[src/rtl/usb_token_rx.sv]
// USB token receiver: validates the PID, shifts the 11-bit token field through a bit-serial CRC5 and reports tokens.
// Defining USB_TOKEN_SOF_EN also decodes SOF packets (PID 0x5) and adds the tok_frame output.
module usb_token_rx (
   input  logic        clk,
   input  logic        rst,
   input  logic [7:0]  rx_data,
   input  logic        rx_valid,
   input  logic        rx_sop,
   input  logic        rx_eop,
   output logic        rx_ready,
   output logic        tok_valid,
   output logic [3:0]  tok_pid,
   output logic [6:0]  tok_addr,
   output logic [3:0]  tok_endp,
   output logic        tok_err,
   output logic [1:0]  tok_err_code
`ifdef USB_TOKEN_SOF_EN
   ,
   output logic [10:0] tok_frame
`endif
);

   typedef enum logic [2:0] {IDLE, WAIT_B0, SHIFT_B0, WAIT_B1, SHIFT_B1, WAIT_EOP, DRAIN} state_t;

   localparam logic [1:0] ERR_PID = 2'b01;
   localparam logic [1:0] ERR_CRC = 2'b10;
   localparam logic [1:0] ERR_LEN = 2'b11;

   state_t      state_q, state_d;
   logic [4:0]  crc_q, crc_d;
   logic        eop_seen_q, eop_seen_d;
   logic        tok_valid_q, tok_valid_d;
   logic        tok_err_q, tok_err_d;
   logic [1:0]  tok_err_code_q, tok_err_code_d;
   logic [3:0]  tok_pid_q, tok_pid_d;
   logic [6:0]  tok_addr_q, tok_addr_d;
   logic [3:0]  tok_endp_q, tok_endp_d;
`ifdef USB_TOKEN_SOF_EN
   logic [10:0] tok_frame_q, tok_frame_d;
`endif
   logic [7:0]  sh_q, sh_d;
   logic [2:0]  cnt_q, cnt_d;
   logic [10:0] field_q, field_d;
   logic [4:0]  crc_rx_q, crc_rx_d;
   logic [3:0]  pid_q, pid_d;

   logic        byte_acc;
   logic        do_report;
   logic [4:0]  crc_step, rep_crc;
   logic [10:0] field_step, rep_field;

   function automatic logic [4:0] crc5_step(input logic [4:0] c, input logic b);
      logic fb;
      fb = c[4] ^ b;
      return {c[3:0], 1'b0} ^ (fb ? 5'b00101 : 5'b00000);
   endfunction

   // The wire carries the inverted CRC MSB first, so byte1[3] holds ~c[4].
   function automatic logic crc5_match(input logic [4:0] c, input logic [4:0] rx);
      return rx == ~{c[0], c[1], c[2], c[3], c[4]};
   endfunction

   function automatic logic is_token(input logic [3:0] pid);
      case (pid)
         4'h1, 4'h9, 4'hD: return 1'b1;
`ifdef USB_TOKEN_SOF_EN
         4'h5:             return 1'b1;
`endif
         default:          return 1'b0;
      endcase
   endfunction

   assign rx_ready = ~rst & (state_q inside {IDLE, WAIT_B0, WAIT_B1, WAIT_EOP, DRAIN});

   always_comb begin
      byte_acc       = rx_valid & rx_ready;
      crc_step       = crc5_step(crc_q, sh_q[0]);
      field_step     = {sh_q[0], field_q[10:1]};
      state_d        = state_q;
      crc_d          = crc_q;
      eop_seen_d     = eop_seen_q | (rx_eop & (state_q != IDLE));
      tok_valid_d    = 1'b0;
      tok_err_d      = 1'b0;
      tok_err_code_d = tok_err_code_q;
      tok_pid_d      = tok_pid_q;
      tok_addr_d     = tok_addr_q;
      tok_endp_d     = tok_endp_q;
`ifdef USB_TOKEN_SOF_EN
      tok_frame_d    = tok_frame_q;
`endif
      sh_d           = sh_q;
      cnt_d          = cnt_q;
      field_d        = field_q;
      crc_rx_d       = crc_rx_q;
      pid_d          = pid_q;
      do_report      = 1'b0;
      rep_crc        = crc_q;
      rep_field      = field_q;

      // A start-of-packet byte always restarts decoding, whatever was in flight.
      if (byte_acc && rx_sop) begin
         eop_seen_d = 1'b0;
         crc_d      = 5'h1F;
         pid_d      = rx_data[3:0];
         if (rx_data[7:4] != ~rx_data[3:0]) begin
            tok_err_d      = 1'b1;
            tok_err_code_d = ERR_PID;
            state_d        = DRAIN;
         end else if (is_token(rx_data[3:0])) begin
            state_d = WAIT_B0;
         end else begin
            state_d = DRAIN;
         end
      end else begin
         case (state_q)
            IDLE: ;
            WAIT_B0, WAIT_B1: begin
               if (rx_eop || eop_seen_q) begin
                  tok_err_d      = 1'b1;
                  tok_err_code_d = ERR_LEN;
                  state_d        = IDLE;
               end else if (byte_acc) begin
                  cnt_d = 3'd0;
                  if (state_q == WAIT_B0) begin
                     sh_d    = rx_data;
                     state_d = SHIFT_B0;
                  end else begin
                     sh_d     = {5'b00000, rx_data[2:0]};
                     crc_rx_d = rx_data[7:3];
                     state_d  = SHIFT_B1;
                  end
               end
            end
            SHIFT_B0, SHIFT_B1: begin
               crc_d   = crc_step;
               field_d = field_step;
               sh_d    = sh_q >> 1;
               cnt_d   = cnt_q + 3'd1;
               if (state_q == SHIFT_B0) begin
                  if (rx_eop) begin
                     tok_err_d      = 1'b1;
                     tok_err_code_d = ERR_LEN;
                     state_d        = IDLE;
                  end else if (cnt_q == 3'd7) begin
                     state_d = WAIT_B1;
                  end
               end else if (cnt_q == 3'd2) begin
                  if (eop_seen_q || rx_eop) begin
                     do_report = 1'b1;
                     rep_crc   = crc_step;
                     rep_field = field_step;
                     state_d   = IDLE;
                  end else begin
                     state_d = WAIT_EOP;
                  end
               end
            end
            WAIT_EOP: begin
               if (byte_acc) begin
                  tok_err_d      = 1'b1;
                  tok_err_code_d = ERR_LEN;
                  state_d        = rx_eop ? IDLE : DRAIN;
               end else if (rx_eop) begin
                  do_report = 1'b1;
                  state_d   = IDLE;
               end
            end
            DRAIN: if (rx_eop) state_d = IDLE;
            default: state_d = IDLE;
         endcase
      end

      if (do_report) begin
         if (crc5_match(rep_crc, crc_rx_q)) begin
            tok_valid_d = 1'b1;
            tok_pid_d   = pid_q;
            tok_addr_d  = rep_field[6:0];
            tok_endp_d  = rep_field[10:7];
`ifdef USB_TOKEN_SOF_EN
            tok_frame_d = rep_field;
`endif
         end else begin
            tok_err_d      = 1'b1;
            tok_err_code_d = ERR_CRC;
         end
      end

      if (state_d == IDLE) eop_seen_d = 1'b0;
   end

   always_ff @(posedge clk) begin
      if (rst) begin
         state_q        <= IDLE;
         crc_q          <= 5'h1F;
         eop_seen_q     <= 1'b0;
         tok_valid_q    <= 1'b0;
         tok_err_q      <= 1'b0;
         tok_err_code_q <= 2'b00;
         tok_pid_q      <= 4'h0;
         tok_addr_q     <= 7'h00;
         tok_endp_q     <= 4'h0;
`ifdef USB_TOKEN_SOF_EN
         tok_frame_q    <= 11'h000;
`endif
      end else begin
         state_q        <= state_d;
         crc_q          <= crc_d;
         eop_seen_q     <= eop_seen_d;
         tok_valid_q    <= tok_valid_d;
         tok_err_q      <= tok_err_d;
         tok_err_code_q <= tok_err_code_d;
         tok_pid_q      <= tok_pid_d;
         tok_addr_q     <= tok_addr_d;
         tok_endp_q     <= tok_endp_d;
`ifdef USB_TOKEN_SOF_EN
         tok_frame_q    <= tok_frame_d;
`endif
      end
   end

   always_ff @(posedge clk) begin
      sh_q     <= sh_d;
      cnt_q    <= cnt_d;
      field_q  <= field_d;
      crc_rx_q <= crc_rx_d;
      pid_q    <= pid_d;
   end

   assign tok_valid    = tok_valid_q;
   assign tok_err      = tok_err_q;
   assign tok_err_code = tok_err_code_q;
   assign tok_pid      = tok_pid_q;
   assign tok_addr     = tok_addr_q;
   assign tok_endp     = tok_endp_q;
`ifdef USB_TOKEN_SOF_EN
   assign tok_frame    = tok_frame_q;
`endif

endmodule

[config.mk]
export PLATFORM = sky130hd
export DESIGN_NAME = usb_token_rx
export DESIGN_NICKNAME = d
export VERILOG_FILES = /design/src/rtl/usb_token_rx.sv
export SDC_FILE = /design/constraint.sdc
export NUM_CORES = 1
export LEC_CHECK = 0
export CAP_MARGIN = 10
export CORE_MARGIN = 2
export CORE_UTILIZATION = 60
export DETAILED_ROUTE_END_ITERATION = 6
export GPL_ROUTABILITY_DRIVEN = 0
export PLACE_DENSITY = 0.95
export SETUP_SLACK_MARGIN = 0.2
export SLEW_MARGIN = 10
export SYNTH_ARGS = -nofsm -noshare
export SYNTH_HDL_FRONTEND = slang
export SYNTH_SLANG_ARGS = --single-unit
[constraint.sdc]
create_clock -name clk -period 7.9 [get_ports clk]
set_clock_uncertainty 0.15 [all_clocks]
set_input_delay 1.58 -clock clk [delete_from_list [all_inputs] [get_ports clk]]
set_output_delay 1.58 -clock clk [all_outputs]
set_load 0.03 [all_outputs]
==> out/results.txt <==
The clock drives 59 sinks. The mean routed wirelength per cell was 16.30 microns; the data required time of the critical path was 6.17 ns. The multi-input combinational cells in the finished layout cover a total of 1185 sq um. The run gives 0.5338 as the sequential fraction of the synthesis area. Post-CTS repair changed the size of 0 cells.

The register bit count reported by yosys is 59. For this run, the top clock speed supported by timing is 195.3 MHz. In this run the worst hold path is classified as reg -> reg.

The library cell used most frequently in the layout, excluding fill and tap cells, is sky130_fd_sc_hd__nand2_1. The leakage power total is 1.207 nW, and the gate count after technology mapping is 265. The tightest slew margin relative to the limit is 0.4047, and the number of cell rows is 24.

Setup violations remaining at the end of the flow were counted as 0. For this run, the leading register cell type out of synthesis is sky130_fd_sc_hd__edfxtp_1. The total number of nets in the final design was 306; the growth of design area from synthesis to finish was 17.20%. Summing over every cut layer, the via total after detailed routing is 2118.

In the final layout, flip-flops and latches occupy 1491 sq um. The tools report the end-of-flow core utilization as 0.7418. The count of filler cells inserted in the layout was 313; the largest net degree at the start of global routing was 26.

The number of setup buffers added after CTS is 0. The floorplan step defined a die boundary enclosing 5219 sq um. At the pin with the least slew margin, the transition time is 0.8902 ns. For the deepest level of the CTS H-tree, the log shows 3.

For the latest clock arrival within the worst-skew pair, the log shows 0.33 ns. Type of the worst setup path: in -> out. STA puts the critical path data arrival time at 3.39 ns.

Buffers inserted during clock tree synthesis total 9. After routing, the total negative slack on setup checks comes to 0 ns. The fraction of final layout cells with drive strength greater than 1 works out to 0.07119. The sort of element at the end of the critical path is a primary output. STA classifies the critical path startpoint as an input pin. The synthesized netlist occupies a cell area of 2794 sq um.

Summed over all nets, the half-perimeter wirelength after detailed placement is 3923 microns. Setup repair after global routing left no endpoint under its margin. After clock tree synthesis, the flow added hold-fix buffers numbering 0. The largest fanout on the critical path is 25.

The worst hold margin is 0.3310 ns. Power density over cell area: 200.3 nW/um^2. The number of instances in the placed design is 331, and the number of flops mapped to enable cells by yosys is 31. The die width came out at 72.24 microns.

The number of antenna violations at the first check in global routing came out at 0. In this run the remaining antenna-violating nets after routing total 0. Die boundary height: 72.24 microns. The logs give 0 for the count of pins over their slew limit and 33 for the count of pins on the block boundary. The first-iteration detailed-routing DRC count is 147. The first global-routing pass estimated 9390 microns of wire. The region available for standard cell placement spans 4414 sq um. The number of nets handed over by synthesis was 281. Dividing the detail-routed via count by the number of cells gives 6.104.

The count of input and output buffers was 32; the number of antenna repair diodes was 0. The tool flagged a number of max-cap violations equal to 0. The number of global-route vias before repair is 2044. The logs give 4 for the first-pass detailed-route iteration total and 0 for the count of endpoints failing hold in the final timing report. During synthesis, Yosys emitted a total of 0 warnings. The root buffer cell chosen for the clock tree is sky130_fd_sc_hd__clkbuf_8.

The run gives 5655 microns as the final wirelength. Once layout is complete, the cells apart from fillers number 347. After clock tree synthesis, the clock-pin slew on the worst setup and hold paths is 0.06 ns.

The async set or reset register ratio after synthesis was 0; the maximum count of clock buffers along a single path was 2. The run finished with clean final reports. IR analysis of the VDD net gives a maximum drop of 0.1261 mV. The worst path needs 5.120 ns of the cycle, external delays included. Summed over all layers, the global routing overflow is 0. In the layout the commonest cells are sky130_fd_sc_hd__nand2_1, sky130_fd_sc_hd__clkdlybuf4s50_1, sky130_fd_sc_hd__edfxtp_1.

The average instance area after synthesis was 10.54 sq um; the share of the clock period used by the worst path after layout was 0.6481. TritonCTS built the clock tree. The global-route total usage across every layer was 0.2369.

The tools report the number of remaining DRC errors as 0. For the initial core utilization, the log shows 0.6329. Synthesis instantiated 53 different standard cells from the library.
[where the power goes]
group	leakage [nW]	internal, W	total (W)	switching [W]
combinational	0.601	0.0000258	0.0000591	0.0000333
clock	0.0929	0.000142	0.000251	0.000110
sequential	0.513	0.000336	0.000346	0.0000102
total	1.21	0.000503	0.000656	0.000153
[area by class of cell]
class	count	area share
sequential	59	0.4555
multi-input combinational	181	0.3619
timing repair buffer	33	0.1001
clock buffer	15	0.05426
tap	52	0.01987
inverter	6	0.006878
clock inverter	1	0.001528
[cells by family (layout without fill, tap and decap cells)]
kind of cell	Yosys count	in the layout	synth area share
buf+inv	25	55	0.04478
simple gates	82	82	0.1487
fa+ha+maj	3	3	0.01344
xor+xnor	13	13	0.05285
flops	59	59	0.5338
compound gates	70	70	0.1594
mux	13	13	0.04702
[metrics by stage]
step	instance area (sq um)	power, W	setup WS, ns
6_report	3274	0.0006560	2.780
4_1_cts	3274	0.0006574	2.809
3_3_place_gp	3092	0.0004074	2.817
3_5_place_dp	3092	0.0004105	2.813
2_1_floorplan	2794	0.0003905	3.892
5_1_grt	3274	0.0006727	2.680
[synth_stat cells, drive strengths merged (2+ instances only)]
| cell | count | area (sq um) |
|---|---|---|
| nand2 | 34 | 127.6 |
| edfxtp | 31 | 930.9 |
| dfxtp | 28 | 560.5 |
| a21oi | 22 | 110.1 |
| a211oi | 13 | 97.59 |
| o21ai | 13 | 65.06 |
| mux2i | 12 | 120.1 |
| nor2 | 12 | 47.55 |
| buf | 10 | 67.56 |
| nand3 | 10 | 50.05 |
| clkbuf | 9 | 35.03 |
| xor2 | 9 | 78.83 |
| inv | 5 | 18.77 |
| nor2b | 5 | 31.28 |
| nor3 | 5 | 25.02 |
| a22oi | 4 | 30.03 |
| nand4 | 4 | 31.28 |
| ha | 3 | 37.54 |
| nand2b | 3 | 18.77 |
| o31ai | 3 | 22.52 |
| a21o | 2 | 15.01 |
| a31oi | 2 | 12.51 |
| and4 | 2 | 20.02 |
| o21a | 2 | 15.01 |
| or3 | 2 | 17.52 |
| xnor2 | 2 | 17.52 |
| xor3 | 2 | 51.30 |
[routing by layer]
metal	part of all wire	track usage	vias up	routed length, microns
met2	0.50	0.3904	80	2802
li1	-	-	1022	-
met3	0.056	0.04306	14	319
met5	0	0	-	0
met4	0.023	0.1384	0	131
met1	0.42	0.2918	1002	2401
[critical path: stages]
cell	delay [ns]
sky130_fd_sc_hd__clkdlybuf4s50_1	0.86
sky130_fd_sc_hd__nor2b_1	0.26
sky130_fd_sc_hd__clkdlybuf4s50_1	0.69
[registers in the layout (all words and copies together) (netlist names)]
| signal | count |
|---|---|
| cnt_q | 3 |
| crc_q | 5 |
| crc_rx_q | 5 |
| eop_seen_q | 1 |
| field_q | 11 |
| pid_q | 4 |
| sh_q | 8 |
| state_q | 3 |
| tok_addr | 7 |
| tok_endp | 4 |
| tok_err | 1 |
| tok_err_code | 2 |
| tok_pid | 4 |
| tok_valid | 1 |
[path summary, 6_finish.rpt]
| kind | startpoint | end | slack [ns] | depth (start not counted) |
|---|---|---|---|---|
| setup reg to reg | state_q[2] | tok_addr[4] | 4.63 | 6 |
| hold / removal | field_q[10] | field_q[9] | 0.33 | 0 |
| hold reg to reg | field_q[10] | field_q[9] | 0.33 | 0 |
| setup / recovery | rst | rx_ready | 2.78 | 3 |
(Power assumes the default switching activity.)
